[config.mk]
export PLATFORM = sky130hd
export DESIGN_NAME = hist_bin_ctrl
export DESIGN_NICKNAME = d
export VERILOG_FILES = /design/src/rtl/hist_pkg.sv /design/src/rtl/hist_inc_fifo.sv /design/src/rtl/hist_bin_ctrl.sv
export SDC_FILE = /design/constraint.sdc
export NUM_CORES = 1
export LEC_CHECK = 0
export ABC_AREA = 1
export CAP_MARGIN = 20
export CORE_MARGIN = 8
export CORE_UTILIZATION = 56
export DETAILED_ROUTE_END_ITERATION = 10
export PLACE_DENSITY = 0.82
export SLEW_MARGIN = 20
export SYNTH_ARGS = -nofsm -noshare
export SYNTH_HDL_FRONTEND = slang
export SYNTH_SLANG_ARGS = --single-unit
[constraint.sdc]
create_clock -name clk -period 5.5 [get_ports clk]
set_clock_uncertainty 0.2 [all_clocks]
set_input_delay 1.1 -clock clk [delete_from_list [all_inputs] [get_ports clk]]
set_output_delay 1.1 -clock clk [all_outputs]
set_load 0.01 [all_outputs]
[src/rtl/hist_pkg.sv]
// ---------------------------------------------------------------------------
// hist_pkg : shared widths, FSM encoding and bin-count type for the histogram
// Revision : 1.0 - initial release
// ---------------------------------------------------------------------------
`default_nettype none

package hist_pkg;

  localparam int ADDR_W_DEF = 8;
  localparam int DATA_W_DEF = 16;

  typedef enum logic [2:0] {
    ST_IDLE     = 3'd0,
    ST_INC_RD   = 3'd1,
    ST_INC_WR   = 3'd2,
    ST_HOST_RD  = 3'd3,
    ST_HOST_RSP = 3'd4,
    ST_CLEAR    = 3'd5
  } hist_state_e;

  typedef logic [DATA_W_DEF-1:0] bin_cnt_t;

endpackage

`default_nettype wire

[src/rtl/hist_inc_fifo.sv]
// ---------------------------------------------------------------------------
// hist_inc_fifo : small synchronous FIFO with flush, head-of-queue output
// Revision      : 1.0 - initial release
// ---------------------------------------------------------------------------
`default_nettype none

module hist_inc_fifo #(
  parameter int WIDTH = 8,
  parameter int DEPTH = 4
) (
  input  logic             clk,
  input  logic             rst_n,
  input  logic             push_i,
  input  logic             pop_i,
  input  logic             flush_i,
  input  logic [WIDTH-1:0] din_i,
  output logic [WIDTH-1:0] head_o,
  output logic             full_o,
  output logic             empty_o
);

  localparam int PTR_W = $clog2(DEPTH);
  localparam logic [PTR_W:0] FULL_CNT = (PTR_W + 1)'(DEPTH);

  logic [WIDTH-1:0] mem_q [DEPTH];
  logic [PTR_W-1:0] wr_ptr_q, rd_ptr_q;
  logic [PTR_W:0]   count_q;
  logic             do_push, do_pop;

  assign full_o  = (count_q == FULL_CNT);
  assign empty_o = (count_q == '0);
  assign head_o  = mem_q[rd_ptr_q];

  // A full FIFO still takes a push when the head leaves in the same cycle.
  assign do_pop  = pop_i && !empty_o;
  assign do_push = push_i && (!full_o || do_pop);

  always_ff @(posedge clk) begin
    if (do_push && !flush_i) mem_q[wr_ptr_q] <= din_i;
  end

  always_ff @(posedge clk or negedge rst_n) begin
    if (!rst_n) begin
      wr_ptr_q <= '0;
      rd_ptr_q <= '0;
      count_q  <= '0;
    end else if (flush_i) begin
      wr_ptr_q <= '0;
      rd_ptr_q <= '0;
      count_q  <= '0;
    end else begin
      if (do_push) wr_ptr_q <= wr_ptr_q + PTR_W'(1);
      if (do_pop)  rd_ptr_q <= rd_ptr_q + PTR_W'(1);
      case ({do_push, do_pop})
        2'b10:   count_q <= count_q + (PTR_W + 1)'(1);
        2'b01:   count_q <= count_q - (PTR_W + 1)'(1);
        default: count_q <= count_q;
      endcase
    end
  end

endmodule

`default_nettype wire

[src/rtl/hist_bin_ctrl.sv]
// ---------------------------------------------------------------------------
// hist_bin_ctrl : histogram RAM owner - buffered RMW increments, host readout,
//                 full-memory clear. HIST_SAT_EN: saturate bins at all-ones.
// Revision      : 1.0 - initial release
// ---------------------------------------------------------------------------
`default_nettype none

module hist_bin_ctrl
  import hist_pkg::*;
#(
  parameter int ADDR_W     = ADDR_W_DEF,
  parameter int DATA_W     = DATA_W_DEF,
  parameter int FIFO_DEPTH = 4
) (
  input  logic              clk,
  input  logic              rst_n,
  input  logic              inc_valid,
  input  logic [ADDR_W-1:0] inc_addr,
  input  logic              rd_req,
  input  logic [ADDR_W-1:0] rd_addr,
  output logic [DATA_W-1:0] rd_data,
  output logic              rd_valid,
  input  logic              clr_req,
  output logic              clr_busy,
  output logic              mem_en,
  output logic              mem_we,
  output logic [ADDR_W-1:0] mem_addr,
  output logic [DATA_W-1:0] mem_wdata,
  input  logic [DATA_W-1:0] mem_rdata,
  output logic [15:0]       drop_cnt
);

  hist_state_e       state_q, state_d;
  logic [ADDR_W-1:0] ptr_q, ptr_d;
  logic [ADDR_W-1:0] addr_q, addr_d;
  logic              clr_pend_q, clr_pend_d;
  logic [DATA_W-1:0] rd_data_q, rd_data_d;
  logic              rd_valid_q, rd_valid_d;
  logic [15:0]       drop_q, drop_d;

  logic              fifo_push, fifo_pop, fifo_flush, fifo_full, fifo_empty;
  logic [ADDR_W-1:0] fifo_head;
  logic [DATA_W-1:0] inc_val;

`ifdef HIST_SAT_EN
  assign inc_val = (mem_rdata == '1) ? mem_rdata : mem_rdata + DATA_W'(1);
`else
  assign inc_val = mem_rdata + DATA_W'(1);
`endif

  assign fifo_push = inc_valid && (state_q != ST_CLEAR) && !fifo_flush;

  hist_inc_fifo #(
    .WIDTH (ADDR_W),
    .DEPTH (FIFO_DEPTH)
  ) u_fifo (
    .clk     (clk),
    .rst_n   (rst_n),
    .push_i  (fifo_push),
    .pop_i   (fifo_pop),
    .flush_i (fifo_flush),
    .din_i   (inc_addr),
    .head_o  (fifo_head),
    .full_o  (fifo_full),
    .empty_o (fifo_empty)
  );

  always_comb begin
    state_d    = state_q;
    ptr_d      = ptr_q;
    addr_d     = addr_q;
    clr_pend_d = clr_pend_q | (clr_req && (state_q != ST_CLEAR));
    rd_data_d  = rd_data_q;
    rd_valid_d = 1'b0;
    drop_d     = drop_q;
    mem_en     = 1'b0;
    mem_we     = 1'b0;
    mem_addr   = '0;
    mem_wdata  = '0;
    fifo_pop   = 1'b0;
    fifo_flush = 1'b0;

    case (state_q)
      ST_IDLE: begin
        // An increment arriving this cycle lands in the FIFO at the edge, so it
        // already outranks a simultaneous host read.
        if (clr_pend_q) begin
          state_d    = ST_CLEAR;
          ptr_d      = '0;
          fifo_flush = 1'b1;
        end else if (!fifo_empty || inc_valid) begin
          state_d = ST_INC_RD;
        end else if (rd_req) begin
          state_d = ST_HOST_RD;
          addr_d  = rd_addr;
        end
      end
      ST_INC_RD: begin
        fifo_pop = 1'b1;
        mem_en   = 1'b1;
        mem_addr = fifo_head;
        addr_d   = fifo_head;
        state_d  = ST_INC_WR;
      end
      ST_INC_WR: begin
        mem_en    = 1'b1;
        mem_we    = 1'b1;
        mem_addr  = addr_q;
        mem_wdata = inc_val;
        state_d   = ST_IDLE;
      end
      ST_HOST_RD: begin
        mem_en   = 1'b1;
        mem_addr = addr_q;
        state_d  = ST_HOST_RSP;
      end
      ST_HOST_RSP: begin
        rd_data_d  = mem_rdata;
        rd_valid_d = 1'b1;
        state_d    = ST_IDLE;
      end
      ST_CLEAR: begin
        mem_en   = 1'b1;
        mem_we   = 1'b1;
        mem_addr = ptr_q;
        ptr_d    = ptr_q + ADDR_W'(1);
        if (ptr_q == '1) begin
          clr_pend_d = 1'b0;
          state_d    = ST_IDLE;
        end
      end
      default: state_d = ST_IDLE;
    endcase

    if (fifo_push && fifo_full && !fifo_pop && (drop_q != 16'hFFFF))
      drop_d = drop_q + 16'd1;
  end

  always_ff @(posedge clk or negedge rst_n) begin
    if (!rst_n) begin
      state_q    <= ST_IDLE;
      ptr_q      <= '0;
      addr_q     <= '0;
      clr_pend_q <= 1'b0;
      rd_data_q  <= '0;
      rd_valid_q <= 1'b0;
      drop_q     <= '0;
    end else begin
      state_q    <= state_d;
      ptr_q      <= ptr_d;
      addr_q     <= addr_d;
      clr_pend_q <= clr_pend_d;
      rd_data_q  <= rd_data_d;
      rd_valid_q <= rd_valid_d;
      drop_q     <= drop_d;
    end
  end

  assign rd_data  = rd_data_q;
  assign rd_valid = rd_valid_q;
  assign clr_busy = clr_pend_q;
  assign drop_cnt = drop_q;

endmodule

`default_nettype wire

==> results.py <==
metrics = {
    "setup_path": {
        "crit_type": "in -> out",
        "setup.worst_path.end_class": "primary output",
        "worstPathRequired_ns": 4.20,
        "cp_max_fo": 5,
        "arrival_ns": 3.48,
        "start_kind": "input pin",
    },
    "clock_network": {
        "root_buffer": "clkbuf_8",
        "clock_path_buffers": 2,
        "clk_pin_slew_ns": 0.09,
        "cts-htree-levels": 3,
        "postCtsSetupRepairBufs": 0,
        "cts_sinks": 92,
        "clk_latency_ns": 0.36,
        "cts_tree": "yes",
        "cts_resized": 0,
        "cts_made_buffers": 9,
        "holdBufCountCts": 0,
    },
    "floorplan": {
        "die_x_um": 108,
        "die-height_um": 108,
        "core_um2": 8180,
        "fp-row-count": 33,
        "initial_core_util_pct": 57.7,
        "die-area_um2": 11600,
        "ios": 97,
    },
    "timing": {
        "fin_setup_tns_ns": 0,
        "post-route-period-util_pct": 86.9,
        "slew_violations": 0,
        "max_freq_ghz": 0.209,
        "fin_ws_ns": 0.723,
        "hold_slack_ns": 0.285,
        "final-hold-violation-count": 0,
        "finalCriticalPeriod_ns": 4.78,
        "relSlewSlack_pct": 45.2,
        "worstMarginPinSlew_ns": 0.819,
        "rsz0062_at_grt": "no",
        "setup_viol_count_final": 0,
    },
    "global_routing": {
        "grt_usage_pct": 20.8,
        "grt_max_degree": 61,
        "grt_pass1_vias": 4089,
        "grt_pass1_wl_mm": 19.4,
        "grt_overflow_total": 0,
        "antenna_found_initial": 0,
    },
    "logic_synthesis": {
        "yosysMostFrequentCell": "nand2_1",
        "syn_area_per_cell_um2": 8.46,
        "ys_seq_area_share_pct": 52.2,
        "synth_cells": 558,
        "synth_commonest_cells": "nand2_1, dfrtp_1, inv_1, nor2_1, o21ai_0",
        "ys_seq_elements": 92,
        "synth.area.top_cells": "dfrtp_1, edfxtp_1, nand2_1",
        "synth_edf_count": 32,
        "ys.flop_type": "dfrtp_1",
        "yosysWarnings": 0,
        "synth.largest_area_cell": "dfrtp_1",
        "synth_top_area_share_pct": 31.8,
        "netlist_area_um2": 4720,
        "synthArstFlopShare_pct": 65.2,
        "ys_types": 33,
        "syn-num-nets": 603,
    },
    "final_layout": {
        "drive_gt1_share_pct": 7.13,
        "n_antenna_cell": 0,
        "post-route-cell-area_um2": 5930,
        "area_growth_pct": 25.8,
        "fin_nets": 699,
        "fillers": 640,
        "seq_area_um2": 2460,
        "multi_input_area_um2": 1980,
    },
    "pwr": {
        "peakVddDrop_v": 0.000312,
        "p_leak_nw": 2.53,
        "power.density_nw_per_um2": 450,
    },
    "status": {
        "status": "finished clean",
    },
    "place": {
        "post-place-ws_ns": 0.706,
        "dpl_cell_area_um2": 5750,
        "dp_hpwl_mm": 9.01,
        "port_buffers": 96,
        "routabilityCongestion": 0.938,
    },
    "drt": {
        "route.vias.total": 4131,
        "drc_errors": 0,
        "vias_per_cell": 5.41,
        "wirelength_mm": 11.9,
        "ant_nets": 0,
        "wl_per_cell_um": 15.6,
        "dr.pass1.iters": 5,
        "dr.first_iter.drc_count": 298,
    },
    "run": {
        "drv_cap": 0,
    },
    "hold_path": {
        "hp-class": "reg -> reg",
    },
}
-- registers in the layout, summed over array words and instances (netlist names) --
signal           cells
u_fifo.rd_ptr_q      2
rd_valid             1
ptr_q                8
u_fifo.wr_ptr_q      2
u_fifo.mem_q        32
drop_cnt            16
addr_q               8
state_q              3
rd_data             16
u_fifo.count_q       3
clr_busy             1
-- cell families after synthesis --
family | Yosys count | synth area share, %
flops | 92 | 52.2
xor+xnor | 20 | 3.71
fa+ha+maj | 8 | 2.28
simple gates | 287 | 25.8
buf+inv | 68 | 5.89
compound gates | 83 | 10.1
-- layout by cell type, fill, tap and decap left out, drive strengths merged, types with 9 or more instances in the layout --
cell / instances
o22ai: 13
nor2: 59
inv: 61
o21ai: 49
a21oi: 13
xnor2: 10
dfrtp: 60
nand3: 30
clkdlybuf4s50: 95
xor2: 10
edfxtp: 32
clkbuf: 9
nor3: 13
nand2: 174
-- layout make-up --
cell class | count | area share, %
sequential | 92 | 41.5
clock buffer | 9 | 2.09
tap | 105 | 2.21
timing repair buffer | 97 | 16.2
inverter | 56 | 3.54
multi-input combinational | 398 | 33.3
clock inverter | 7 | 1.10
-- per-stage QoR --
step                utilization [%]  std cells  total power [mW]
finish                         72.6        764              2.67
global route                   72.6        764              2.86
CTS                            72.6        764              2.68
detailed placement             70.3        748              2.24
global placement               70.3        748              2.19
floorplan                         -        558              1.73
-- critical path: stages --
cell	delay [ns]
clkdlybuf4s50_1	0.53
ha_1	0.22
nand3_1	0.16
nor4_1	0.55
nand2_1	0.12
nand2_1	0.09
nand2_1	0.05
nor2_1	0.09
clkdlybuf4s50_1	0.56
-- worst paths after layout --
| path | from | end | slack [ns] | depth (start not counted) |
|---|---|---|---|---|
| setup / recovery | mem_rdata[0] | mem_wdata[12] | 0.72 | 9 |
| setup reg to reg | state_q[2] | u_fifo.mem_q[3][3] | 2.61 | 7 |
| hold reg to reg | addr_q[7] | addr_q[7] | 0.28 | 2 |
| max in group asynchronous | rst_n | rd_data[12] | 3.90 | 2 |
| hold / removal | addr_q[7] | addr_q[7] | 0.28 | 2 |
| min in group asynchronous | rst_n | u_fifo.count_q[0] | 0.68 | 2 |
-- routing by layer --
layer	up-vias	wire length [um]	GRT usage, %
met2	119	6100	35.6
met3	19	571	2.93
met5	-	0	0
met1	1964	4970	25.4
met4	0	265	9.51
li1	2029	-	-
-- power by group --
| group | leakage (nW) | internal [mW] | switching (mW) | total (mW) |
|---|---|---|---|---|
| Combinational | 1.38 | 0.493 | 0.692 | 1.19 |
| Sequential | 1.06 | 0.900 | 0.139 | 1.04 |
| Clock | 0.0947 | 0.176 | 0.268 | 0.444 |
No activity file was read; power rests on OpenSTA's default activity.
==> variant 1 (config.mk and constraints unchanged) <==
Put one more register stage on the output `drop_cnt`, with the module's reset. The value now appears one clock later. The other outputs are not delayed to match.
--- a/src/rtl/hist_bin_ctrl.sv
+++ b/src/rtl/hist_bin_ctrl.sv
@@ -159,7 +159,13 @@
   assign rd_data  = rd_data_q;
   assign rd_valid = rd_valid_q;
   assign clr_busy = clr_pend_q;
-  assign drop_cnt = drop_q;
+  always_ff @(posedge clk or negedge rst_n) begin
+    if (!rst_n) begin
+      drop_cnt <= '0;
+    end else begin
+      drop_cnt <= drop_q;
+    end
+  end
 
 endmodule
 
Function: changed (a bounded check fails within 10 cycles, from zero or initial values and one cycle with rst_n low).
==> variant 1 against the unedited design <==
- total power grew 10%
- synthesized area up 7.7%
- sequential cell count grew 16
- cell area grew 6.2%
- first-iteration DRC count is 13% lower
- worst setup slack better by 0.058 ns
- final cell count up 3.3%
- routed wire length up 2.6%
- critical endpoint unchanged
- highest routed layer unchanged
==> variant 1: results (changes against the unedited design) <==
- Synth async-reset ratio: 70.4% (+5.2 points)
- Largest net degree at the start of global routing: 77 (+26%)
- Final TNS setup: 0 ns (unchanged)
- Layout cell share with drive strength beyond 1: 4.11% (-3.0 points)
- Reg clk slew, reported paths: 0.10 ns
- Pre-CTS WS: 0.790 ns (+0.0832 ns)
- Post-synthesis sequential area ratio: 56.3% (+4.1 points)
- Final setup margin: 0.781 ns (+0.0581 ns)
- H-tree Lvls: 3 (unchanged)
- First-pass GRT wire length: 20.0 mm (+3.1%)
- Vias in the first global route: 4195 (+2.6%)
- Number of synthesized flops with an enable pin: 32 (unchanged)
- Yosys warns: 0 (unchanged)
- HP Class: register to register
- Worst reg2reg path endpoint: u_fifo.count_q[2]$_DFFE_PN0P_
- Clock Tree Root: clkbuf_8
- Ant diodes: 0 (unchanged)
- Top FF cell, synth: dfrtp_1
- Mapped Avg Cell Area: 8.76 µm² (+3.7%)
- DP HPWL: 8.98 mm (-0.40%)
- P_leak: 2.76 nW (+8.7%)
- Worst setup startpoint: mem_rdata[0]
- CP arrival: 3.42 ns (-0.06 ns)
- Pre-Repair DR Iteration Count: 5 (unchanged)
- Skew-Pair Late Insertion Delay: ~0.37 ns
- Post-synthesis cell type count: 35 (+6.1%)
- Initial antenna violation count: 0 (unchanged)
- Port bufs: 96 (unchanged)
- Placed cells: 773 (+3.3%)
- RD Place Congestion: 0.905 (-3.4%)
- Clk buf depth: 2 (unchanged)
- Commonest cells in the netlist: nand2_1, dfrtp_1, inv_1, nor2_1, o21ai_0
- Crit Path Max Fanout: 4 (-1)
- Core ar.: 8760 µm² (+7.2%)
- CP endpoint: mem_wdata[12]
- Most frequent cell after synthesis: nand2_1
- Worst VDD drop: 232 µV (-26%)
- RR Startpoint: state_q[1]$_DFFE_PN0P_
- Layout Nets: 721 (+3.1%)
- CTS Buf Count: 9 (unchanged)
- Initial drt markers: 258 (-13%)
- Top cells by area, synth: dfrtp_1, edfxtp_1, nand2_1
- Syn_nets: 625 (+3.6%)
- Max reg flops: 32 (unchanged)
- R2R Setup Slk: 2.64 ns (+0.03 ns)
- R2R cell count: 12 (+5)
- DR WL/cell: 15.5 µm (-0.61%)
- Tot GR Track Use: 19.3% (-1.5 points)
- Finished Layout Cells: 789 (+3.3%)
- Outcome: finished clean
- Worst-Margin Slew: 0.951 ns (+0.131 ns)
- Sw Share: 40.1% (-1.0 points)
- Vias per inst: 5.48 (+1.4%)
[variant 1: worst min path at each step]
stage | startpoint | to | slack [ns] | cells after the start
after floorplan | drop_q[9]$_DFFE_PN0P_ | drop_cnt[9]$_DFF_PN0_ | 0.17 | 0
after detailed placement | drop_q[9]$_DFFE_PN0P_ | drop_cnt[9]$_DFF_PN0_ | 0.21 | 0
after global placement | drop_q[9]$_DFFE_PN0P_ | drop_cnt[9]$_DFF_PN0_ | 0.20 | 0
after CTS | drop_q[9]$_DFFE_PN0P_ | drop_cnt[9]$_DFF_PN0_ | 0.23 | 0
final | drop_q[9]$_DFFE_PN0P_ | drop_cnt[9]$_DFF_PN0_ | 0.23 | 0
after global routing | drop_q[9]$_DFFE_PN0P_ | drop_cnt[9]$_DFF_PN0_ | 0.24 | 0
[variant 1: power groups by stage]
stage | sequential [mW] | combinational (mW) | clock, mW
after floorplan | 1.23 | 0.708 | 0
after global placement | 1.22 | 1.22 | 0
after detailed placement | 1.23 | 1.27 | 0
after CTS | 1.21 | 1.27 | 0.471
after global routing | 1.24 | 1.41 | 0.501
final | 1.22 | 1.26 | 0.460
[variant 1: cells by family (layout without fill, tap and decap cells)]
family,Yosys count,in the layout,synth area share (%)
DFF,108,108,56.3
xor gates and xnor gates,15,15,2.58
buffers and inverters,75,176,6.03
and+or+nand+nor,284,284,23.0
adders and majority gates,8,8,2.12
AOI/OAI and AO/OA,90,90,9.94
[variant 1: worst max-delay path, stage by stage]
cell and delay, ns:
clkdlybuf4s50_1 0.55, ha_1 0.21, nand3_1 0.12, nor2_1 0.14
nand2_1 0.09, nor3_1 0.35, nand2_1 0.10, nand2_1 0.07
nand2_1 0.04, nor2_1 0.08, clkdlybuf4s50_1 0.56
[variant 1: area by class of cell]
cell class | instances | area, µm²
Clock buffer | 10 | 128
Fill cell | 653 | 2460
Inverter | 64 | 248
Multi-Input combinational cell | 397 | 1910
Sequential cell | 108 | 2860
Clock inverter | 6 | 56.3
Tap cell | 108 | 135
Timing Repair Buffer | 96 | 958
[variant 1: metal layers]
layer / part of all wire, % / track usage [%] / wire [µm] / vias to the layer above
met5: 0 / 0 / 0 / -
met4: 0.89 / 4.36 / 109 / 0
met3: 5.8 / 4.82 / 710 / 10
met2: 49 / 31.9 / 6000 / 130
met1: 44 / 24.9 / 5410 / 2082
li1: - / - / - / 2104
[variant 1: through the flow]
stage	utilization [%]	total power [mW]	area (µm²)
finish	71.9	2.94	6300
global route	71.9	3.15	6300
CTS	71.9	2.96	6300
detailed placement	69.8	2.50	6120
global placement	69.8	2.44	6120
floorplan	-	1.93	5080
==> variant 2 (same settings) <==
Without the edit above. Change the package constant `DATA_W_DEF` from 16 to 12.
--- a/src/rtl/hist_pkg.sv
+++ b/src/rtl/hist_pkg.sv
@@ -7,7 +7,7 @@
 package hist_pkg;
 
   localparam int ADDR_W_DEF = 8;
-  localparam int DATA_W_DEF = 16;
+  localparam int DATA_W_DEF = 12;
 
   typedef enum logic [2:0] {
     ST_IDLE     = 3'd0,
Interface: changed (resized mem_rdata, mem_wdata and rd_data); port bits go from 97 to 85. No check against the original RTL was run, so the function may have changed too.
==> variant 2 against the unedited design <==
- worst setup slack improved by 0.17 ns
- largest cell class unchanged
- first-iteration DRC count decreased by 43%
- cell area decreased by 5.2%
- via count decreased by 7.9%
- routed wire length decreased by 11%
- combinational power decreased by 7%
- register-to-register slack improved by 0.40 ns
- total power decreased by 2.4%
- synthesized cell count decreased by 6.3%
- die area decreased by 4.1%
- sequential cell count decreased by 4
- sequential share of layout area increased by 0.50 points
- critical path type unchanged
- synthesized area decreased by 4.8%
==> variant 2: results (changes against the unedited design) <==
- Met3 wire length: 608 µm (+6.5%)
- Worst-Margin Slew: 0.777 ns (-0.0421 ns)
- WHS Endpoint: addr_q[3]$_DFFE_PN0P_
- Syn_nets: 564 (-6.5%)
- Hold Crit Start: addr_q[3]$_DFFE_PN0P_
- Met2 wire length: 5.14 mm (-16%)
- Pre-Repair DR Iteration Count: 4 (-1)
- Clk buf depth: 2 (unchanged)
- Layout cell share with drive strength beyond 1: 7.64% (+0.51 points)
- RD Place Congestion: 0.882 (-5.9%)
- Crit path max-delay family: buffers and inverters
- R2R cell count: 5 (-2)
- Power share of the sequential group: 38.0% (-0.9 points)
- Placed cell area: 5400 µm² (-6.0%)
- R2R Setup Slk: 3.01 ns (+0.40 ns)
- Biggest register: u_fifo.mem_q
- Commonest cells in the netlist: nand2_1, dfrtp_1, inv_1, nor2_1, o21ai_0
- Reg clk slew, reported paths: 0.09 ns (about the same)
- Compound-Gate Fraction of Synth Area: 9.86% (-0.27 points)
- Clock Tree Root: clkbuf_8
- Met2 GRT Util: 32.1% (-3.5 points)
- Yosys warns: 0 (unchanged)
- Crit Path Max Fanout: 4 (-1)
- Largest net degree at the start of global routing: 57 (-6.6%)
- DP HPWL: 7.77 mm (-14%)
- Xor and xnor fraction of the mapped netlist area: 3.12% (-0.59 points)
- Vias in the first global route: 3721 (-9.0%)
- Met1 GRT Util: 24.1% (-1.4 points)
- CP arrival: 3.30 ns (-0.18 ns)
- Switching power: 1.02 mW (-6.7%)
- Met1 Wirelength: 4.75 mm (-4.6%)
- Top cells by area, synth: dfrtp_1, edfxtp_1, nand2_1
- Fmax: 217 MHz (+3.7%)
- Hold Path Stages: 2 (unchanged)
- HP Class: register to register
- Post-synthesis sequential area ratio: 52.6% (+0.39 points)
- Tot GR Track Use: 19.5% (-1.4 points)
- First-pass GRT wire length: 17.8 mm (-8.2%)
- Outcome: finished clean
- Max reg flops: 32 (unchanged)
- DR WL/cell: 14.8 µm (-5.0%)
- RR Startpoint: state_q[0]$_DFFE_PN0P_
- Worst VDD drop: 231 µV (-26%)
- Power Sequential: 0.989 mW (-5%)
- Postcts setup bufs: 0 (unchanged)
- Port bufs: 84 (-13%)
- Layout Nets: 651 (-6.9%)
- Pre-CTS WS: 0.912 ns (+0.206 ns)
- Met3 Usage GRT: 5.24% (+2.3 points)
- CP endpoint: mem_wdata[10]
- Synth async-reset ratio: 63.6% (-1.6 points)
- P_leak: 2.44 nW (-3.9%)
- Initial drt markers: 171 (-43%)
- Vias per inst: 5.31 (-1.9%)
- Worst reg2reg path endpoint: u_fifo.mem_q[2][1]$_DFFE_PP_
- Post-synthesis cell type count: 31 (-6.1%)
- Synth Area in Adders: 2.39% (+0.11 points)
- P_clk: 0.505 mW (+14%)
- CP peak stage delay: 0.54 ns (-0.02 ns)
==> variant 2: cell types whose count changed in the layout (fill, tap and decap cells not counted), moves of 5 or more <==
cell and change:
nand4_1 -5, nand2_1 -10, nor2_1 -5, nand3_2 +5
clkdlybuf4s50_1 -12, nor2_2 -5
==> variant 2: cell type report <==
type	instances	area, µm²
fill	589	2140
clock buffer	10	128
clock inverter	6	95.1
inverter	57	219
timing repair buffer	85	843
sequential	88	2360
tap	102	128
multi-input combinational	369	1850
==> variant 2: cell families (layout without fill, tap and decap cells) <==
group,Yosys count,in the layout
xor+xnor,16,16
fa+ha+maj,8,8
compound gates,80,80
buf+inv,66,158
simple gates,265,265
flops,88,88
==> variant 2: per-stage QoR <==
stage,hold WS (ns),std cells
detailed placement,0.265,701
finish,0.289,717
CTS,0.288,717
global placement,0.261,701
global route,0.316,717
floorplan,0.249,523
